$ cat src/rtl/ysyx_22040237_lsu_ctrl_pkg.sv
// Shared definitions for the LSU controller: LS-bus bit indices, FSM states,
// access-size masks and the access-legality checks.
package ysyx_22040237_lsu_ctrl_pkg;

  localparam int unsigned LsLoad  = 0;
  localparam int unsigned LsStore = 1;
  localparam int unsigned LsUsign = 2;
  localparam int unsigned LsByte  = 3;
  localparam int unsigned LsHalf  = 4;
  localparam int unsigned LsWord  = 5;
  localparam int unsigned LsDw    = 6;

  localparam logic [7:0] MaskByte = 8'h01;
  localparam logic [7:0] MaskHalf = 8'h03;
  localparam logic [7:0] MaskWord = 8'h0F;
  localparam logic [7:0] MaskDw   = 8'hFF;

  typedef enum logic [1:0] {
    StIdle = 2'd0,
    StReq  = 2'd1,
    StWait = 2'd2,
    StResp = 2'd3
  } lsu_state_e;

  // Size vectors are one-hot {dw, word, half, byte}.
  function automatic logic [7:0] size_mask(input logic [3:0] size);
    case (size)
      4'b0001: size_mask = MaskByte;
      4'b0010: size_mask = MaskHalf;
      4'b0100: size_mask = MaskWord;
      4'b1000: size_mask = MaskDw;
      default: size_mask = 8'h00;
    endcase
  endfunction

  function automatic logic is_misaligned(input logic [3:0] size, input logic [2:0] off);
    is_misaligned = (size[1] & off[0]) | (size[2] & (off[1:0] != 2'b00)) |
                    (size[3] & (off != 3'b000));
  endfunction

  function automatic logic is_malformed(input logic load, input logic store,
                                        input logic [3:0] size);
    logic one_hot;
    one_hot = (size == 4'b0001) | (size == 4'b0010) | (size == 4'b0100) | (size == 4'b1000);
    is_malformed = (load == store) | ~one_hot;
  endfunction

endpackage

$ cat src/rtl/ysyx_22040237_lsu_align.sv
// Byte-lane alignment: store strobe and data shift, load extraction and
// sign/zero extension. Purely combinational.
module ysyx_22040237_lsu_align
  import ysyx_22040237_lsu_ctrl_pkg::*;
(
  input  logic [2:0]  off,
  input  logic [3:0]  size,
  input  logic        usign,
  input  logic [63:0] wdata,
  input  logic [63:0] rdata,
  output logic [7:0]  wstrb,
  output logic [63:0] wdata_sh,
  output logic [63:0] rdata_ext
);

  logic [63:0] rdata_sh;

  assign wstrb    = size_mask(size) << off;
  assign wdata_sh = wdata << {off, 3'b000};
  assign rdata_sh = rdata >> {off, 3'b000};

  always_comb begin
    rdata_ext = 64'h0;
    case (size)
      4'b0001: rdata_ext = usign ? {56'h0, rdata_sh[7:0]}
                                 : {{56{rdata_sh[7]}}, rdata_sh[7:0]};
      4'b0010: rdata_ext = usign ? {48'h0, rdata_sh[15:0]}
                                 : {{48{rdata_sh[15]}}, rdata_sh[15:0]};
      4'b0100: rdata_ext = usign ? {32'h0, rdata_sh[31:0]}
                                 : {{32{rdata_sh[31]}}, rdata_sh[31:0]};
      4'b1000: rdata_ext = rdata_sh;
      default: rdata_ext = 64'h0;
    endcase
  end

endmodule

$ cat src/rtl/ysyx_22040237_lsu_ctrl.sv
// Load/store unit controller: accepts one op at a time from EXU, runs the
// req/gnt/rvalid handshake and produces a one-cycle load writeback.
module ysyx_22040237_lsu_ctrl
  import ysyx_22040237_lsu_ctrl_pkg::*;
(
  input  logic        clk,
  input  logic        rst,
  input  logic        ls_valid_i,
  input  logic [6:0]  ls_info_bus_i,
  input  logic [63:0] addr_i,
  input  logic [63:0] wdata_i,
  input  logic [4:0]  rd_idx_i,
  output logic        stall_o,
  output logic        mem_req_o,
  output logic        mem_we_o,
  output logic [63:0] mem_addr_o,
  output logic [63:0] mem_wdata_o,
  output logic [7:0]  mem_wstrb_o,
  input  logic        mem_gnt_i,
  input  logic        mem_rvalid_i,
  input  logic [63:0] mem_rdata_i,
  output logic        wb_valid_o,
  output logic [4:0]  wb_rd_idx_o,
  output logic [63:0] wb_data_o,
  output logic        misalign_o
);

  lsu_state_e  state_q, state_d;
  logic [63:0] addr_q, wdata_q, rdata_q;
  logic [3:0]  size_q;
  logic        usign_q, store_q;
  logic [4:0]  rd_idx_q;

  logic [3:0]  size_in;
  logic        bad_op, can_accept, accept;
  logic [7:0]  wstrb;
  logic [63:0] wdata_sh, rdata_ext;

  assign size_in = {ls_info_bus_i[LsDw], ls_info_bus_i[LsWord],
                    ls_info_bus_i[LsHalf], ls_info_bus_i[LsByte]};
  assign bad_op  = is_malformed(ls_info_bus_i[LsLoad], ls_info_bus_i[LsStore], size_in) |
                   is_misaligned(size_in, addr_i[2:0]);
  assign can_accept = ~rst & ls_valid_i & ((state_q == StIdle) | (state_q == StResp));
  assign accept     = can_accept & ~bad_op;

  ysyx_22040237_lsu_align u_align (
    .off      (addr_q[2:0]),
    .size     (size_q),
    .usign    (usign_q),
    .wdata    (wdata_q),
    .rdata    (mem_rdata_i),
    .wstrb    (wstrb),
    .wdata_sh (wdata_sh),
    .rdata_ext(rdata_ext)
  );

  always_ff @(posedge clk) begin
    if (rst) begin
      state_q  <= StIdle;
      addr_q   <= 64'h0;
      wdata_q  <= 64'h0;
      rdata_q  <= 64'h0;
      size_q   <= 4'h0;
      usign_q  <= 1'b0;
      store_q  <= 1'b0;
      rd_idx_q <= 5'h0;
    end else begin
      state_q <= state_d;
      if (accept) begin
        addr_q   <= addr_i;
        wdata_q  <= wdata_i;
        size_q   <= size_in;
        usign_q  <= ls_info_bus_i[LsUsign];
        store_q  <= ls_info_bus_i[LsStore];
        rd_idx_q <= rd_idx_i;
      end
      if ((state_q == StWait) && mem_rvalid_i && !store_q) begin
        rdata_q <= rdata_ext;
      end
    end
  end

  always_comb begin
    state_d = state_q;
    case (state_q)
      StIdle:  if (accept) state_d = StReq;
      StReq:   if (mem_gnt_i) state_d = StWait;
      StWait:  if (mem_rvalid_i) state_d = StResp;
      StResp:  state_d = accept ? StReq : StIdle;
      default: state_d = StIdle;
    endcase
  end

  always_comb begin
    stall_o     = accept | (state_q == StReq) | (state_q == StWait);
    mem_req_o   = (state_q == StReq);
    mem_we_o    = (state_q == StReq) & store_q;
    mem_addr_o  = {addr_q[63:3], 3'b000};
    mem_wdata_o = wdata_sh;
    mem_wstrb_o = store_q ? wstrb : 8'h00;
    wb_valid_o  = (state_q == StResp) & ~store_q;
    wb_rd_idx_o = rd_idx_q;
    wb_data_o   = rdata_q;
    misalign_o  = can_accept & bad_op;
  end

endmodule

$ cat config.mk
export PLATFORM = sky130hd
export DESIGN_NAME = ysyx_22040237_lsu_ctrl
export DESIGN_NICKNAME = d
export VERILOG_FILES = /design/src/rtl/ysyx_22040237_lsu_ctrl_pkg.sv /design/src/rtl/ysyx_22040237_lsu_align.sv /design/src/rtl/ysyx_22040237_lsu_ctrl.sv
export SDC_FILE = /design/constraint.sdc
export NUM_CORES = 1
export LEC_CHECK = 0
export BUFFER_PORTS_ARGS = -buffer_cell sky130_fd_sc_hd__buf_2
export CORE_MARGIN = 2
export CORE_UTILIZATION = 35
export CTS_CLUSTER_DIAMETER = 30
export DETAILED_ROUTE_END_ITERATION = 8
export GPL_TIMING_DRIVEN = 0
export MAX_ROUTING_LAYER = met4
export PLACE_DENSITY_LB_ADDON = 0.3
export SKIP_CTS_REPAIR_TIMING = 1
export SYNTH_ARGS = -nofsm -noshare
export SYNTH_HDL_FRONTEND = slang
export SYNTH_SLANG_ARGS = --single-unit
$ cat constraint.sdc
create_clock -name clk -period 3.7 [get_ports clk]
set_input_delay 0.185 -clock clk [delete_from_list [all_inputs] [get_ports clk]]
set_output_delay 0.185 -clock clk [all_outputs]
set_load 0.01 [all_outputs]
# Yosys cells after proc, flatten, opt, wreduce, memory -nomap -nowiden
# Cells that the tools add are included.
# op_classes
add_sub_neg	0
n_mul	0
div	0
magnitude_cmp	0
eq_ne	15
shift	3
muxes	11
bitwise	23
n_reduce_logical	7
# op_table
cell	count
one-hot mux 64 bit (4 select lines)	1
two-way mux 64 bit	3
<< shifter 64 x 6 -> 64 bit	1
>> shifter 64 x 6 -> 64 bit	1
one-hot mux 8 bit (4 select lines)	1
OR 1 bit	10
bitwise AND 1 bit	9
== test 4 x 1 -> 1 bit, second input constant	2
== test 4 x 2 -> 1 bit, second input constant	2
== test 4 x 3 -> 1 bit, second input constant	2
== test 4 bit, second input constant	2
two-way mux 8 bit	1
one-hot mux 2 bit (4 select lines)	1
<< shifter 8 x 3 -> 8 bit	1
two-way mux 2 bit	3
== test 2 bit, second input constant	2
!= test 2 bit, second input constant	2
inverter 1 bit	4
AND reduction 3 bit	1
nonzero test 3 bit	1
== test 2 x 1 -> 1 bit, second input constant	1
logical AND 1 bit	2
zero test 2 bit	1
!= test 2 x 1 -> 1 bit, second input constant	1
4 further kinds	4
# totals
regBits	205
latchBits	0
mem_bits_rw	0
rom_bits	0
inputBits	209
out_inout_bits	210
wordCells	67
n_memories	0

# Depth between registers and ports, before layout
# Gate-level depths: netlist of the first run.
# depth
ltp_word	11
ltp_mapped	9
ltp_nobuf	7

# By module
# From an unflattened synthesis of the first run, not the netlist that was laid out.
# hier_totals
hier_cells	1612
hier_area_um2	12086.6
# modules_own_cells
module	instances	cells_per_inst	area_each_um2
ysyx_22040237_lsu_ctrl	1	995	7832.5
ysyx_22040237_lsu_align	1	617	4254.1

# Worst setup path after synthesis of the first run
# Ideal clock, no wire load.
# synth_path
kind	register to register
from	reg state_q[0]
to	reg addr_q[43]
setup_ps	132
arrival_time_ps	2168
required_time_ps	3568
setup_slack_ps	1399
path_stages_with_launch	10
path_buffers	3
synth_period_minus_slack_ps	2301
cell_sequence	dfxtp_1 > inv_1 > ha_1 > or3b_1 > or4_1 > buf_2 > buf_6 > buf_2 > nand2_1 > a21oi_1
# synth_via
elab_chain_cells	4
elab_cells_between_ends	5
cone_classes	1 x eq/ne; 3 x bitwise; 1 x reduce/logical
# synth_lines
item	line	text
from (decl)	ysyx_22040237_lsu_ctrl.sv:28	lsu_state_e state_q, state_d;
from (signal assigned)	ysyx_22040237_lsu_ctrl.sv:59	state_q <= StIdle;
from (signal assigned)	ysyx_22040237_lsu_ctrl.sv:68	state_q <= state_d;
== test 2 bit / zero test 2 bit (equally long branches)	ysyx_22040237_lsu_ctrl.sv:43	assign can_accept = ~rst & ls_valid_i & ((state_q == StIdle) | (state_q == StResp));
OR 1 bit *	ysyx_22040237_lsu_ctrl.sv:43	
bitwise AND 1 bit *	ysyx_22040237_lsu_ctrl.sv:43	
bitwise AND 1 bit *	ysyx_22040237_lsu_ctrl.sv:44	assign accept = can_accept & ~bad_op;
to (signal assigned)	ysyx_22040237_lsu_ctrl.sv:70	addr_q <= addr_i;
to (decl)	ysyx_22040237_lsu_ctrl.sv:29	logic [63:0] addr_q, wdata_q, rdata_q;
# Mark *: on every way between the ends. The rest lies on a longest branch, timed or not.
# A chain may end at the register's enable or synchronous reset.

# Worst setup path after layout of the first run
# layout_path
from	reg addr_q[2]
to	out mem_wstrb_o[7]
# layout_via
elab_chain_cells	2
# layout_lines
item	line	text
<< shifter 8 x 3 -> 8 bit	ysyx_22040237_lsu_align.sv:18	assign wstrb = size_mask(size) << off;
two-way mux 8 bit	ysyx_22040237_lsu_ctrl.sv:100	mem_wstrb_o = store_q ? wstrb : 8'h00;
to (decl)	ysyx_22040237_lsu_ctrl.sv:18	output logic [7:0] mem_wstrb_o,
# No other way between the ends.

==> metrics.txt, run 1 <==
outcome=finished clean; Max Root-Sink Buffers=3; clock skew=0.0141 ns; Routability Congestion=0.987; total length of routed wires=55000 um; worst slew pin tran=0.915 ns; reg2reg start=state_q[0]; Max Slew Vio Count=0; # clock sinks=205; Top FF cell, synth=dfxtp_1; Detailed Routing Iterations Pass 1=5; pre-CTS WS=0.683 ns; yosys warns=0; most common cell in the netlist=nand2_1; placed inst area=14500 sq um; synth top area cells=dfxtp_1, nand2_1, mux2i_1, a21oi_1, buf_4; GRT Util Overall=0.293; Setup crit end kind=output port; r2r setup slk=0.74 ns; critical path launch point type=flop; FMAX=270 MHz; Hold Path Origin=mem_rdata_i[60]; Ports=419; Largest stage delay, worst path=0.71 ns; Critical Path RT=3.51 ns; vias in the first global route=12800; post-DR wirelength/cell=21.2 um; Seq/Total Area, Yosys=0.347; most area-hungry cell type in the Yosys netlist=dfxtp_1; Fin Setup TNS=0 ns; final setup violation count=0; Synth top area share=0.347; hold worst-path end=wb_data_o[60]; worst r2r path cells=8; share of synthesized flip-flops with an asynchronous set or reset=0; share of layout cells above drive strength 1=0.332; Die Y=188 um; Mapped Avg Cell Area=7.92 sq um; Worst-path clk slew=0.05 ns; most used cell, CP=buf_2; Pleak=7.40 nW; fin crit share=1.00; Mapped Cells=1495; CP Max Fanout=10; first-pass GRT wire length=76900 um; die area=35300 sq um; Final min period=3.70 ns; Worst Hold Depth=3; PortBufs=415; Num CTS Buffers=52; total chip power=7.43 mW; root buffer cell=clkbuf_16; mapped cell area=11800 sq um; htree depth=2; core box area=33400 sq um; Row Count=67; drt first-iter violations=997; Nets=2319; CP Cell Sequence=buf_6, buf_2, buf_1, clkbuf_1, nand2_1, o21ai_0, buf_2; synth cell count leaders=nand2_1, a21oi_1, dfxtp_1, mux2i_1, nor2_1; Final ANT Viol Nets=0; Final Worst Setup Slack=0.000624 ns; initial antenna violation count=1; total number of vias=14000; Hold Vio Cnt, Final=0; # DRC=0; relative slew slack=0.390; pin count of the biggest net entering global routing=15; Max-cap violations=0; RR Endpoint=size_q[2]; Crit-path slowest cell=clkbuf_1; post-route cell area=17700 sq um; DP HPWL=40200 um; Worst-Skew Late Latency=0.56 ns; Die Wd=188 um; Netlist cell types=62; PD cells=420 nW/um^2; TritonCTS clock tree=yes; RSZ-0062 raised after global routing=false; VDD IR max=0.317 mV; path type of the worst setup path=reg2out; remaining global-route overflow=0; flops & latches, synth=205; number of synthesized flops with an enable pin=0; Arr. time, crit path=3.51 ns; Fillers=3100; area grow syn2layout=49.4%; initial core utilization=0.354; Hold Crit Class=in2reg; Vias per Instance=5.40
-- flip-flops by register name, indices dropped and copies added, names as in the netlist --
signal and count:
addr_q 64, state_q 2, size_q 4, store_q 1
wb_data_o 64, usign_q 1, wdata_q 64, wb_rd_idx_o 5
-- metrics by stage --
step           hold WS (ns)  utilization  std cells
2_1_floorplan         0.325            -       1497
5_1_grt              0.0414        0.529       2598
3_3_place_gp          0.432        0.433       2360
6_report             0.0258        0.529       2598
3_5_place_dp          0.435        0.433       2360
4_1_cts              -0.158        0.487       2458
-- worst max-delay path: cells and delay by family (launching register included) --
family / cells / cell delay [ns]
AOI/OAI and AO/OA: 1 / 0.39
and+or+nand+nor: 1 / 0.17
DFF: 1 / 0.32
buffers and inverters: 5 / 2.07
-- how the worst max path moves through the flow --
stage / slack (ns) / depth (start not counted) / to / start
floorplan: 1.40 / 9 / addr_q[43] / state_q[0]
global placement: 0.73 / 7 / mem_wstrb_o[7] / addr_q[2]
detailed placement: 0.68 / 7 / mem_wstrb_o[7] / addr_q[2]
CTS: 0.1 / 7 / mem_wstrb_o[7] / addr_q[2]
global route: 0.01 / 7 / mem_wstrb_o[7] / addr_q[2]
finish: 0.0006 / 7 / mem_wstrb_o[7] / addr_q[2]
-- per-layer routing --
metal	track usage	routed length, um	vias up
li1	-	-	6401
met1	0.373	22600	6658
met2	0.473	26200	825
met3	0.0455	4100	153
met4	0.102	2000	0
met5	-	0	-
-- cells by family after synthesis --
logic type,share of synthesized area
flops,0.347
simple gates,0.169
other cells,0.000317
xor+xnor,0.00296
mux,0.159
buf+inv,0.0954
fa+ha+maj,0.00528
compound gates,0.221
-- layout make-up --
| type | count | area [sq um] | share of cell area |
|---|---|---|---|
| multi-input combinational | 1092 | 6610 | 0.374 |
| sequential | 205 | 4100 | 0.232 |
| timing repair buffer | 554 | 3470 | 0.196 |
| clock buffer | 60 | 1390 | 0.0788 |
| buffer | 193 | 1100 | 0.0624 |
| tap | 448 | 561 | 0.0317 |
| clock inverter | 38 | 413 | 0.0233 |
| inverter | 7 | 26.3 | 0.00149 |
| antenna | 1 | 2.50 | 0.000142 |
-- power breakdown --
part / internal (mW) / switching, mW
sequential: 2.23 / 0.0199
combinational: 0.310 / 0.328
clock: 3.01 / 1.53
-- placed cells by master, fill, tap and decap left out, types with 53 or more instances in the layout --
cell type      count
buf_4             75
nor2_1            85
a21oi_1          219
clkbuf_1          60
buf_2            462
mux2i_1          113
clkbuf_16         53
dfxtp_1          205
dlygate4sd3_1    139
o21ai_0           72
nand2_1          330
(Power assumes the default switching activity.)
==> run 2, diff against run 1 <==
HOLD_SLACK_MARGIN = 0.15   (was default)
==> metrics.txt, run 2 (same netlist as run 1, synthesis figures left out) <==
outcome=finished clean; final non-filler cell total=2609 (+0.42%); RSZ-0062 raised after global routing=false; Hold Vio Cnt, Final=0 (unchanged); htree depth=2 (unchanged); PD cells=418 nW/um^2 (-0.55%); Pleak=7.45 nW (+0.56%); CP Launch Point=addr_q[2]; Max Slew Vio Count=0 (unchanged); VDD IR max=0.317 mV (about the same); Ports=419 (unchanged); Max Root-Sink Buffers=3 (unchanged); most frequent cells in the layout=buf_2, nand2_1, a21oi_1; Worst-Skew Late Latency=0.56 ns (about the same); Routability Congestion=0.987 (unchanged); Fillers=3087 (-0.42%); TritonCTS clock tree=yes; vias in the first global route=12800 (unchanged); reg2reg start=state_q[0]; Num CTS Buffers=52 (unchanged); Die Wd=188 um (unchanged); Hold Crit Class=in2reg; worst slew pin tran=0.932 ns (+0.0165 ns); RR Endpoint=size_q[2]; initial core utilization=0.354 (unchanged); Row Count=67 (unchanged); r2r setup slk=0.72 ns (-0.02 ns); area of the multi-input gates=6610 sq um (unchanged); critical path launch point type=flop; post-DR wirelength/cell=21.1 um (about the same); Vias per Instance=5.41 (+0.17%); remaining global-route overflow=0 (unchanged); drt first-iter violations=1023 (+2.6%); clock skew=0.0179 ns (+0.00383 ns); total number of vias=14100 (+0.59%); Critical Path RT=3.51 ns (about the same); GRT Util Overall=0.293 (unchanged); total length of routed wires=55100 um (+0.34%); Nets=2329 (+0.43%); Placed Cells incl. Taps=2360 (unchanged); Detailed Routing Iterations Pass 1=5 (unchanged); # clock sinks=205 (unchanged); initial antenna violation count=1 (unchanged); # DRC=0 (unchanged); Die Y=188 um (unchanged); PortBufs=415 (unchanged); worst r2r path cells=8 (unchanged); final setup violation count=0 (unchanged); Reg area=4100 sq um (unchanged); pin count of the biggest net entering global routing=15 (unchanged); Arr. time, crit path=3.48 ns (-0.03 ns); FMAX=273 MHz (+0.98%); first-pass GRT wire length=76900 um (unchanged); core box area=33400 sq um (unchanged); Setup crit end kind=output port; Final ANT Viol Nets=0 (unchanged); die area=35300 sq um (unchanged); fin crit share=0.990 (-0.00968); Max-cap violations=0 (unchanged); share of layout cells above drive strength 1=0.330 (-0.00154); CP endpoint=mem_wstrb_o[7]; Core Util, Final=0.532 (+0.00307); CP Max Fanout=10 (unchanged); most common cell after layout, fill and taps aside=buf_2; area grow syn2layout=50.2%; Worst-path clk slew=0.05 ns (about the same); Fin Setup TNS=0 ns (unchanged); root buffer cell=clkbuf_16; relative slew slack=0.379 (-0.0110); Final min period=3.66 ns (-0.0358 ns); path type of the worst setup path=reg2out; DP HPWL=40200 um (unchanged)
==> run 2: power by group <==
| group | switching [mW] | internal, mW | total (mW) |
|---|---|---|---|
| Clock | 1.52 | 3.01 | 4.53 |
| Combinational | 0.330 | 0.317 | 0.647 |
| Sequential | 0.0200 | 2.23 | 2.25 |
==> run 2: cell type report <==
cell class | instances | share of cell area
inverters | 7 | 0.00148
repair buffers | 564 | 0.201
multi-input cells | 1092 | 0.372
well taps | 448 | 0.0315
clock inverters | 38 | 0.0232
diodes | 2 | 0.000281
clock buffers | 60 | 0.0783
flip-flops and latches | 205 | 0.231
plain buffers | 193 | 0.0620
==> run 2: how the worst min path moves through the flow <==
| stage | startpoint | to | slack [ns] | cells after the start |
|---|---|---|---|---|
| 3_3_place_gp | addr_i[62] | addr_q[62] | 0.43 | 3 |
| 5_1_grt | mem_rvalid_i | state_q[0] | 0.16 | 4 |
| 2_1_floorplan | addr_i[0] | addr_q[0] | 0.33 | 2 |
| 4_1_cts | addr_i[25] | addr_q[25] | -0.16 | 3 |
| 6_report | mem_rdata_i[52] | wb_data_o[52] | 0.14 | 5 |
| 3_5_place_dp | wdata_i[36] | wdata_q[36] | 0.43 | 3 |
==> run 2: per-stage QoR <==
step | total power, mW | instance area [sq um] | setup WS [ns] | hold slack (ns)
2_1_floorplan | 2.54 | 11800 | 1.40 | 0.325
3_3_place_gp | 2.79 | 14500 | 0.730 | 0.432
3_5_place_dp | 2.80 | 14500 | 0.683 | 0.435
4_1_cts | 7.35 | 16300 | 0.0963 | -0.158
5_1_grt | 7.66 | 17800 | 0.0130 | 0.160
6_report | 7.43 | 17800 | 0.0364 | 0.145
==> run 2: worst max-delay path, stage by stage (launching register included) <==
cell	delay (ns)
dfxtp_1	0.31
buf_6	0.15
buf_2	0.31
buf_1	0.67
clkbuf_1	0.69
nand2_1	0.17
o21ai_0	0.38
buf_2	0.23
==> run 2: per-layer routing <==
metal / track usage / part of all wire / vias to the layer above
met4: 0.102 / 0.036 / 0
met1: 0.373 / 0.41 / 6724
met2: 0.473 / 0.48 / 821
met3: 0.0455 / 0.074 / 147
met5: - / 0 / -
li1: - / - / 6428
==> run 3, diff against run 2 <==
==> constraint.sdc (replaced) <==
create_clock -name clk -period 3.7 [get_ports clk]
set_input_delay 0 -clock clk [delete_from_list [all_inputs] [get_ports clk]]
set_output_delay 0 -clock clk [all_outputs]
set_load 0.01 [all_outputs]
==> metrics.txt, run 3 (same netlist as run 1, synthesis figures left out) <==
clock skew=0.0171 ns (-0.000788 ns); CP Cell Sequence=buf_6, buf_2, buf_1, clkbuf_1, nand2_1, o21ai_0, buf_2; Row Count=67 (unchanged); initial antenna violation count=1 (unchanged); Num CTS Buffers=52 (unchanged); Critical Path RT=3.70 ns (+0.19 ns); RSZ-0062 raised after global routing=false; Detailed Routing Iterations Pass 1=6 (+1); Vias per Instance=5.38 (-0.52%); Pleak=7.68 nW (+3.2%); drt first-iter violations=1048 (+2.4%); Ports=419 (unchanged); switching power total=1.89 mW (+0.91%); pin count of the biggest net entering global routing=15 (unchanged); worst slew pin tran=0.916 ns (-0.0163 ns); relative slew slack=0.390 (+0.0108); DP HPWL=40200 um (unchanged); final setup violation count=0 (unchanged); initial core utilization=0.354 (unchanged); Final min period=3.49 ns (-0.176 ns); share of layout cells above drive strength 1=0.322 (-0.00791); path type of the worst setup path=reg2out; outcome=finished clean; Final ANT Viol Nets=0 (unchanged); CP Max Fanout=10 (unchanged); area grow syn2layout=54.7%; fin crit share=0.943 (-0.0475); final non-filler cell total=2661 (+2.0%); clock network power share=0.607 (-0.003); Placed Cells incl. Taps=2360 (unchanged); VDD IR max=0.317 mV (about the same); TritonCTS clock tree=yes; PortBufs=415 (unchanged); Arr. time, crit path=3.49 ns (about the same); Die Wd=188 um (unchanged); most frequent cells in the layout=buf_2, nand2_1, a21oi_1; Crit-path slowest cell=buf_1; Reg area=4100 sq um (unchanged); total length of routed wires=55900 um (+1.3%); Top Family by Delay on Critical Path=buffers and inverters; worst hold slack=0.116 ns (-0.0291 ns); Fin Setup TNS=0 ns (unchanged); core box area=33400 sq um (unchanged); switching share of power=0.252 (+0.000394); Max-cap violations=0 (unchanged); Worst-Skew Late Latency=0.56 ns (about the same); # DRC=0 (unchanged); critical path launch point type=flop; PD cells=409 nW/um^2 (-2.1%); Hold Vio Cnt, Final=0 (unchanged); root buffer cell=clkbuf_16; Worst-path clk slew=0.05 ns (about the same); remaining global-route overflow=0 (unchanged); area of the multi-input gates=6610 sq um (unchanged); GRT Util Overall=0.293 (unchanged); htree depth=2 (unchanged); Largest stage delay, worst path=0.68 ns (about the same); Pint=5.60 mW (+0.70%); Die Y=188 um (unchanged); Max Root-Sink Buffers=3 (unchanged); post-DR wirelength/cell=21.0 um (-0.67%); most used cell, CP=buf_2; Routability Congestion=0.987 (unchanged); Hold Crit Class=in2reg; first-pass GRT wire length=76900 um (unchanged); most common cell after layout, fill and taps aside=buf_2; FMAX=287 MHz (+5.0%); Nets=2382 (+2.3%); r2r setup slk=0.40 ns (-0.32 ns); Combinational Power Share=0.093 (+0.006); Fillers=3001 (-2.8%); Setup crit end kind=output port; total number of vias=14300 (+1.5%); Sequential Power Share=0.301 (-0.002); total chip power=7.49 mW (+0.76%); # clock sinks=205 (unchanged); Crit path buffers/inverters=5 (unchanged); die area=35300 sq um (unchanged); vias in the first global route=12800 (unchanged); Max Slew Vio Count=0 (unchanged)
-- run 3: changes by cell type in the layout (fill, tap and decap cells not counted), sizes merged --
| cell | change |
|---|---|
| dlygate4sd3 | +53 |
| diode | -1 |
-- run 3: area by class of cell --
| class | instances | area share |
|---|---|---|
| plain buffers | 193 | 0.0603 |
| repair buffers | 617 | 0.224 |
| flip-flops and latches | 205 | 0.224 |
| clock buffers | 60 | 0.0760 |
| diodes | 1 | 0.000137 |
| inverters | 7 | 0.00143 |
| well taps | 448 | 0.0306 |
| multi-input cells | 1092 | 0.361 |
| clock inverters | 38 | 0.0225 |
-- run 3: metal layers --
layer | vias to the layer above | GRT usage | routed length (um)
met2 | 839 | 0.473 | 26900
met1 | 6803 | 0.373 | 22800
met5 | - | - | 0
met4 | 0 | 0.102 | 1910
met3 | 150 | 0.0455 | 4260
li1 | 6535 | - | -
-- run 3: power groups by stage --
stage | clock network (mW) | logic, mW | registers [mW]
after floorplan | 0 | 0.250 | 2.29
after global placement | 0 | 0.502 | 2.29
after detailed placement | 0 | 0.505 | 2.29
after CTS | 4.59 | 0.508 | 2.25
after global routing | 4.72 | 0.739 | 2.25
final | 4.54 | 0.695 | 2.25
-- run 3: final timing paths --
path         cells past startpoint              to            start
max reg2reg                      8   wb_data_o[23]        addr_q[0]
min                              6    wb_data_o[3]  mem_rdata_i[27]
min reg2reg                      2  wb_rd_idx_o[1]   wb_rd_idx_o[1]
max                              7  mem_wstrb_o[7]        addr_q[2]
-- run 3: worst reg2reg max path, cell delays in order, from the launching register on --
cell and delay, ns:
dfxtp_1 0.29, buf_2 0.24, buf_4 0.29, buf_1 0.53
mux2_2 0.41, dlygate4sd3_1 0.56, a21oi_1 0.18, dlygate4sd3_1 0.59
o211ai_1 0.08
-- run 3: through the flow --
stage | utilization | area [sq um] | setup slack [ns]
3_3_place_gp | 0.433 | 14500 | 0.753
4_1_cts | 0.487 | 16300 | 0.281
2_1_floorplan | - | 11800 | 1.40
5_1_grt | 0.548 | 18300 | 0.192
6_report | 0.548 | 18300 | 0.212
3_5_place_dp | 0.433 | 14500 | 0.763
